<file path="src/rtl/filter_sel_sequencer.sv">
// filter_sel_sequencer: click-free mode switching in front of a selectable FIR smoother.
// A mode change fades the output gain to zero, switches filt_sel, lets the filter's
// delay line flush, then fades the gain back up. The filter output is scaled by the
// current ramp gain on every sample strobe.
// Optional build macro SEL_RETARGET_EN: requests are always accepted, and a request
// that arrives mid-sequence retargets the switch in progress.
module filter_sel_sequencer #(
  parameter int         BIT_WIDTH     = 24,
  parameter int         GAIN_BITS     = 6,
  parameter int         FLUSH_SAMPLES = 16,
  parameter logic [2:0] RESET_SEL     = 3'b000
) (
  input  logic                        clk,
  input  logic                        reset_n,
  input  logic                        sample_en,
  input  logic [2:0]                  sel_req,
  input  logic                        sel_req_valid,
  output logic                        sel_req_ready,
  output logic [2:0]                  filt_sel,
  input  logic signed [BIT_WIDTH-1:0] filt_q,
  output logic signed [BIT_WIDTH-1:0] audio_out,
  output logic                        audio_out_valid,
  output logic                        busy
);

  localparam int GW  = GAIN_BITS + 1;                    // gain spans 0..2^GAIN_BITS
  localparam int FCW = $clog2(FLUSH_SAMPLES + 1);
  localparam int PW  = BIT_WIDTH + GAIN_BITS + 2;        // product width incl. sign headroom

  localparam logic [GW-1:0]  GMAX       = {1'b1, {GAIN_BITS{1'b0}}};
  localparam logic [GW-1:0]  GMAX_M1    = {1'b0, {GAIN_BITS{1'b1}}};
  localparam logic [GW-1:0]  GAIN_ONE   = GW'(1);
  localparam logic [FCW-1:0] FLUSH_LOAD = FCW'(FLUSH_SAMPLES);
  localparam logic [FCW-1:0] FLUSH_ONE  = FCW'(1);

  typedef enum logic [1:0] {
    IDLE     = 2'd0,
    FADE_OUT = 2'd1,
    FLUSH    = 2'd2,
    FADE_IN  = 2'd3
  } state_t;

  state_t                 state_q, state_d;
  logic [GW-1:0]          gain_q, gain_d;
  logic [FCW-1:0]         flush_cnt_q, flush_cnt_d;
  logic [2:0]             pending_q, pending_d;
  logic [2:0]             filt_sel_q, filt_sel_d;
  logic signed [BIT_WIDTH-1:0] audio_q;
  logic                   audio_valid_q;
  logic                   req_fire;

  // Gain is zero-extended so it always multiplies as a positive value; the slice
  // [GAIN_BITS +: BIT_WIDTH] is the arithmetic (floor) shift right by GAIN_BITS.
  logic signed [PW-1:0]        product_full;
  logic signed [BIT_WIDTH-1:0] scaled;
  logic                        unused_product_bits;

  assign product_full = PW'(filt_q) * PW'($signed({1'b0, gain_q}));
  assign scaled       = product_full[GAIN_BITS +: BIT_WIDTH];
  assign unused_product_bits = ^{product_full[PW-1:GAIN_BITS+BIT_WIDTH],
                                 product_full[GAIN_BITS-1:0]};

`ifdef SEL_RETARGET_EN
  assign sel_req_ready = 1'b1;
`else
  assign sel_req_ready = (state_q == IDLE);
`endif
  assign req_fire        = sel_req_valid && sel_req_ready;
  assign busy            = (state_q != IDLE);
  assign filt_sel        = filt_sel_q;
  assign audio_out       = audio_q;
  assign audio_out_valid = audio_valid_q;

  // Sequencer state, gain ramp, flush counter and mode registers.
  always_ff @(posedge clk or negedge reset_n) begin
    if (!reset_n) begin
      state_q     <= IDLE;
      gain_q      <= GMAX;
      flush_cnt_q <= '0;
      pending_q   <= '0;
      filt_sel_q  <= RESET_SEL;
    end else begin
      state_q     <= state_d;
      gain_q      <= gain_d;
      flush_cnt_q <= flush_cnt_d;
      pending_q   <= pending_d;
      filt_sel_q  <= filt_sel_d;
    end
  end

  // Next-state logic: ramps advance only on sample strobes, requests act on acceptance.
  always_comb begin
    state_d     = state_q;
    gain_d      = gain_q;
    flush_cnt_d = flush_cnt_q;
    pending_d   = pending_q;
    filt_sel_d  = filt_sel_q;
    case (state_q)
      IDLE: begin
        if (req_fire && (sel_req != filt_sel_q)) begin
          pending_d = sel_req;
          state_d   = FADE_OUT;
        end
      end
      FADE_OUT: begin
`ifdef SEL_RETARGET_EN
        if (req_fire) pending_d = sel_req;
`endif
        if (sample_en) begin
          // gain_q can be 0 only after a retarget from the start of FADE_IN
          if (gain_q <= GAIN_ONE) begin
            gain_d      = '0;
            filt_sel_d  = pending_d;
            flush_cnt_d = FLUSH_LOAD;
            state_d     = FLUSH;
          end else begin
            gain_d = gain_q - GAIN_ONE;
          end
        end
      end
      FLUSH: begin
        if (sample_en) begin
          if (flush_cnt_q <= FLUSH_ONE) begin
            flush_cnt_d = '0;
            state_d     = FADE_IN;
          end else begin
            flush_cnt_d = flush_cnt_q - FLUSH_ONE;
          end
        end
`ifdef SEL_RETARGET_EN
        if (req_fire) begin
          filt_sel_d  = sel_req;
          pending_d   = sel_req;
          flush_cnt_d = FLUSH_LOAD;
          state_d     = FLUSH;
        end
`endif
      end
      FADE_IN: begin
        if (sample_en) begin
          if (gain_q >= GMAX_M1) begin
            gain_d  = GMAX;
            state_d = IDLE;
          end else begin
            gain_d = gain_q + GAIN_ONE;
          end
        end
`ifdef SEL_RETARGET_EN
        if (req_fire && (sel_req != filt_sel_q)) begin
          pending_d = sel_req;
          state_d   = FADE_OUT;
        end
`endif
      end
      default: state_d = IDLE;
    endcase
  end

  // Output datapath: scale with the pre-update gain, valid one clk after the strobe.
  always_ff @(posedge clk or negedge reset_n) begin
    if (!reset_n) begin
      audio_q       <= '0;
      audio_valid_q <= 1'b0;
    end else begin
      audio_valid_q <= sample_en;
      if (sample_en) audio_q <= scaled;
    end
  end

endmodule

</file>
<file path="config.mk">
export PLATFORM = sky130hd
export DESIGN_NAME = filter_sel_sequencer
export DESIGN_NICKNAME = d
export VERILOG_FILES = /design/src/rtl/filter_sel_sequencer.sv
export SDC_FILE = /design/constraint.sdc
export NUM_CORES = 1
export LEC_CHECK = 0
export ABC_CLOCK_PERIOD_IN_PS = 6140
export CAP_MARGIN = 20
export CELL_PAD_IN_SITES_DETAIL_PLACEMENT = 1
export CELL_PAD_IN_SITES_GLOBAL_PLACEMENT = 1
export CORE_MARGIN = 2
export CORE_UTILIZATION = 50
export DETAILED_ROUTE_END_ITERATION = 8
export DONT_BUFFER_PORTS = 1
export GPL_TIMING_DRIVEN = 0
export PLACE_DENSITY_LB_ADDON = 0.12
export SYNTH_ARGS = -nofsm -noshare
export SYNTH_HDL_FRONTEND = slang
export SYNTH_SLANG_ARGS = --single-unit
</file>
<file path="constraint.sdc">
create_clock -name clk -period 6.14 [get_ports clk]
set_input_delay 0.614 -clock clk [delete_from_list [all_inputs] [get_ports clk]]
set_output_delay 0.614 -clock clk [all_outputs]
set_load 0.005 [all_outputs]
</file>
==> results.md <==
* Reg2reg end: audio_out[19]
* Post-DR vias/cell at between 5 and 6
* Count leader, synth: inv_1
* Fmax at between 150 and 200 MHz
* Initial DRC count at 277
* Post-Route WL at about 22000 um
* RSZ-0062 raised after global routing: false
* Root Buffer: clkbuf_16
* Sink Count at 45
* Post-synth ARST share at between 90% and 100%
* Setup TNS at 0 ns
* CTS tree: yes
* Setup crit end: audio_out[19]
* Post-Syn Instances at 882
* Commonest cells post-synth: inv_1 (159), and2_1 (138), fa_1 (120)
* Layout cell share with drive strength beyond 1 at 6.19%
* Worst-margin pin slew at 0.687 ns
* Vias at 6082
* ANT nets after route at 0
* Final Max Slew Viols at 0
* Relative slew slack at 54.0%
* First-pass GRT wire length at 35400 um
* Top post-synthesis cells by area: fa_1 (30%), dfrtp_1 (14%), and2_1 (11%), ha_1 (10%), inv_1 (7.5%)
* CTS Buffer Depth at 2
* Post-synth top area cell: fa_1
* Synth unique cells at 58
* MaxCap Viol Count at 0
* Syn Nets at ~1100
* Reg2reg setup slack at 0.26 ns
* Number of fill cells in the layout at roughly 1900
* R2R Path Start: gain_q[2]
* I/O pin total at approximately 60
* Final Instance Area at 8450 um2
* Final Skew at 0.0122 ns
* Avg Cell Area, Syn at 9.06 um2
* YS warnings at 0
* CP max stage delay at 0.56 ns
* Syn-to-layout area delta at 5.65%
* Syn Std Cell Area at 8000 um2
* Initial Util at between 50% and 60%
* Die Y at 130 um
* Critical path fanouts, max at 10
* Crit Path Class: reg2reg
* CTS buffer count at 5
* Largest net degree at the start of global routing at 46
* Initial antenna violation count at 0
* Port buffer count at 0
* Final setup vio count at 0
* CP startpoint: gain_q[2]
* Status: completed
* Core Area at ~16000 um2
* Clock slew at reported path FFs at around 0.07 ns
* Final core occ at 53.6%
* Share of the synthesized area in the top cell type at between 30% and 40%
* Crit end category: flip-flop
* Hold Path Class: in2async
* Final hold vios at 0
* Critical Path Source Type: flip-flop
* Drt pass-1 iters at 4
* Cell Area, Placed at 8270 um2
* Die area at approximately 17000 um2
* CP cell instances: clkbuf_2 -> clkbuf_1 -> and2_1 -> fa_1 -> fa_1 -> fa_1 -> inv_1 -> fa_1 -> inv_1 -> ha_1 -> buf_2 -> nand2_1 -> o21ai_0 -> a41oi_1 -> nor2_1 -> a41oi_2 -> xnor2_1 -> mux2_2
* Register bit count reported by yosys at 45
* Post-synth EDFFs at 0
* Global Route Usage Sum at 27.0%
* Vias in the first global route at 6838
* Latest clock arrival within the worst-skew pair at around 0.29 ns
* Antenna Cells at 0
* GP Congestion at about 0.83
* Avg WL per Cell at 19.5 um
* Crit path top cell by count: fa_1
* Fin crit period at 5.88 ns
* Share of the yosys chip area belonging to registers at 14.1%
* Die width at 130 um
* Post-CTS setup buffer count at 0
* Critical path data required time at ~6.3 ns
* Row Count at 46
* Detailed placer's ending HPWL at 17500 um
* H-tree Lvls at 2
* Slowest CP cell: fa_1
* DRC violation count after routing at 0
* Final net count at 1105
* CP arrival at 6.06 ns
* Tcrit/Tclk final at 95.8%
* Ys flop type: dfrtp_1
* R2R depth at 18
* Remaining global-route overflow at 0
[sequential cells by signal, summed over array words and instances (netlist names)]
name	cells
audio_out	24
gain_q	7
flush_cnt_q	5
filt_sel	3
pending_q	3
state_q	2
audio_out_valid	1
[layer usage]
| layer | routed length, um | up-vias | global-route usage (%) | part of all wire, % |
|---|---|---|---|---|
| li1 | - | 2802 | - | - |
| met1 | 8820 | 3175 | 32.4 | 41 |
| met2 | 11800 | 89 | 52.5 | 55 |
| met3 | 614 | 16 | 3.71 | 2.9 |
| met4 | 281 | 0 | 4.07 | 1.3 |
| met5 | 0 | - | 0 | 0 |
[repair_timing]
| action | 4_1_cts | 5_1_grt |
|---|---|---|
| gates resized for setup | 4 | 7 |
| hold buffers | 0 | 2 |
| setup endpoints to repair | 6 | 6 |
| hold endpoints to repair | 0 | 12 |
| cloned | 0 | 0 |
[metrics by stage]
stage	hold WS, ns	worst slack (ns)	instances
after floorplan	0.318	1.23	882
after global placement	0.319	-0.122	1098
after detailed placement	0.319	-0.154	1098
after CTS	0.00252	0.000213	1104
after global routing	0.000111	0.0158	1105
final	0.0116	0.258	1105
[worst max-delay path: cells and delay by family (launching register included)]
family / cells / cell delay (ns)
DFF: 1 / 0.42
AOI/OAI and AO/OA: 3 / 0.90
and+or+nand+nor: 3 / 0.72
buffers and inverters: 5 / 1.00
muxes: 1 / 0.27
xor gates and xnor gates: 1 / 0.15
adders and majority gates: 5 / 2.30
[layout by cell type (no fill, tap or decap), types with 9 or more instances in the layout]
| master | count |
|---|---|
| inv_1 | 159 |
| and2_1 | 138 |
| fa_1 | 120 |
| nand2_1 | 66 |
| ha_1 | 66 |
| dfrtp_1 | 42 |
| nor2_1 | 29 |
| a21oi_1 | 28 |
| mux2_2 | 26 |
| clkbuf_1 | 23 |
| o21ai_0 | 22 |
| xnor2_1 | 20 |
| nand3_1 | 11 |
| xor2_1 | 11 |
| nor3_1 | 10 |
| o31ai_1 | 9 |
[cell families (layout without fill, tap and decap cells)]
kind of cell | count (synthesis) | count (layout) | share of synthesized area (%)
AOI/OAI and AO/OA | 115 | 115 | 9.86
xor gates and xnor gates | 31 | 31 | 3.40
adders and majority gates | 186 | 186 | 40.4
buffers and inverters | 194 | 201 | 9.12
DFF | 45 | 45 | 14.1
muxes | 30 | 30 | 4.16
and+or+nand+nor | 281 | 281 | 19.0
[how the worst min path moves through the flow]
| stage | from | to | slack (ns) | depth (start not counted) |
|---|---|---|---|---|
| 2_1_floorplan | reset_n | audio_out[0] | 0.32 | 0 |
| 3_3_place_gp | reset_n | filt_sel[1] | 0.32 | 0 |
| 3_5_place_dp | reset_n | pending_q[1] | 0.32 | 0 |
| 4_1_cts | reset_n | audio_out[0] | 0.003 | 0 |
| 5_1_grt | reset_n | flush_cnt_q[0] | 0.0001 | 0 |
| 6_report | reset_n | filt_sel[2] | 0.01 | 0 |
[cell type report]
| type | count | area [um2] | area share, % |
|---|---|---|---|
| Timing Repair Buffer | 2 | 20.0 | 0.237 |
| Clock inverter | 3 | 25.0 | 0.296 |
| Buffer | 31 | 125 | 1.48 |
| Multi-Input combinational cell | 643 | 6150 | 72.8 |
| Inverter | 160 | 601 | 7.11 |
| Sequential cell | 45 | 1130 | 13.4 |
| Clock buffer | 5 | 125 | 1.48 |
| Tap cell | 216 | 270 | 3.20 |
Power is not shown: default switching activity piles up to over one toggle a cycle in this logic, so the estimate is an artifact.
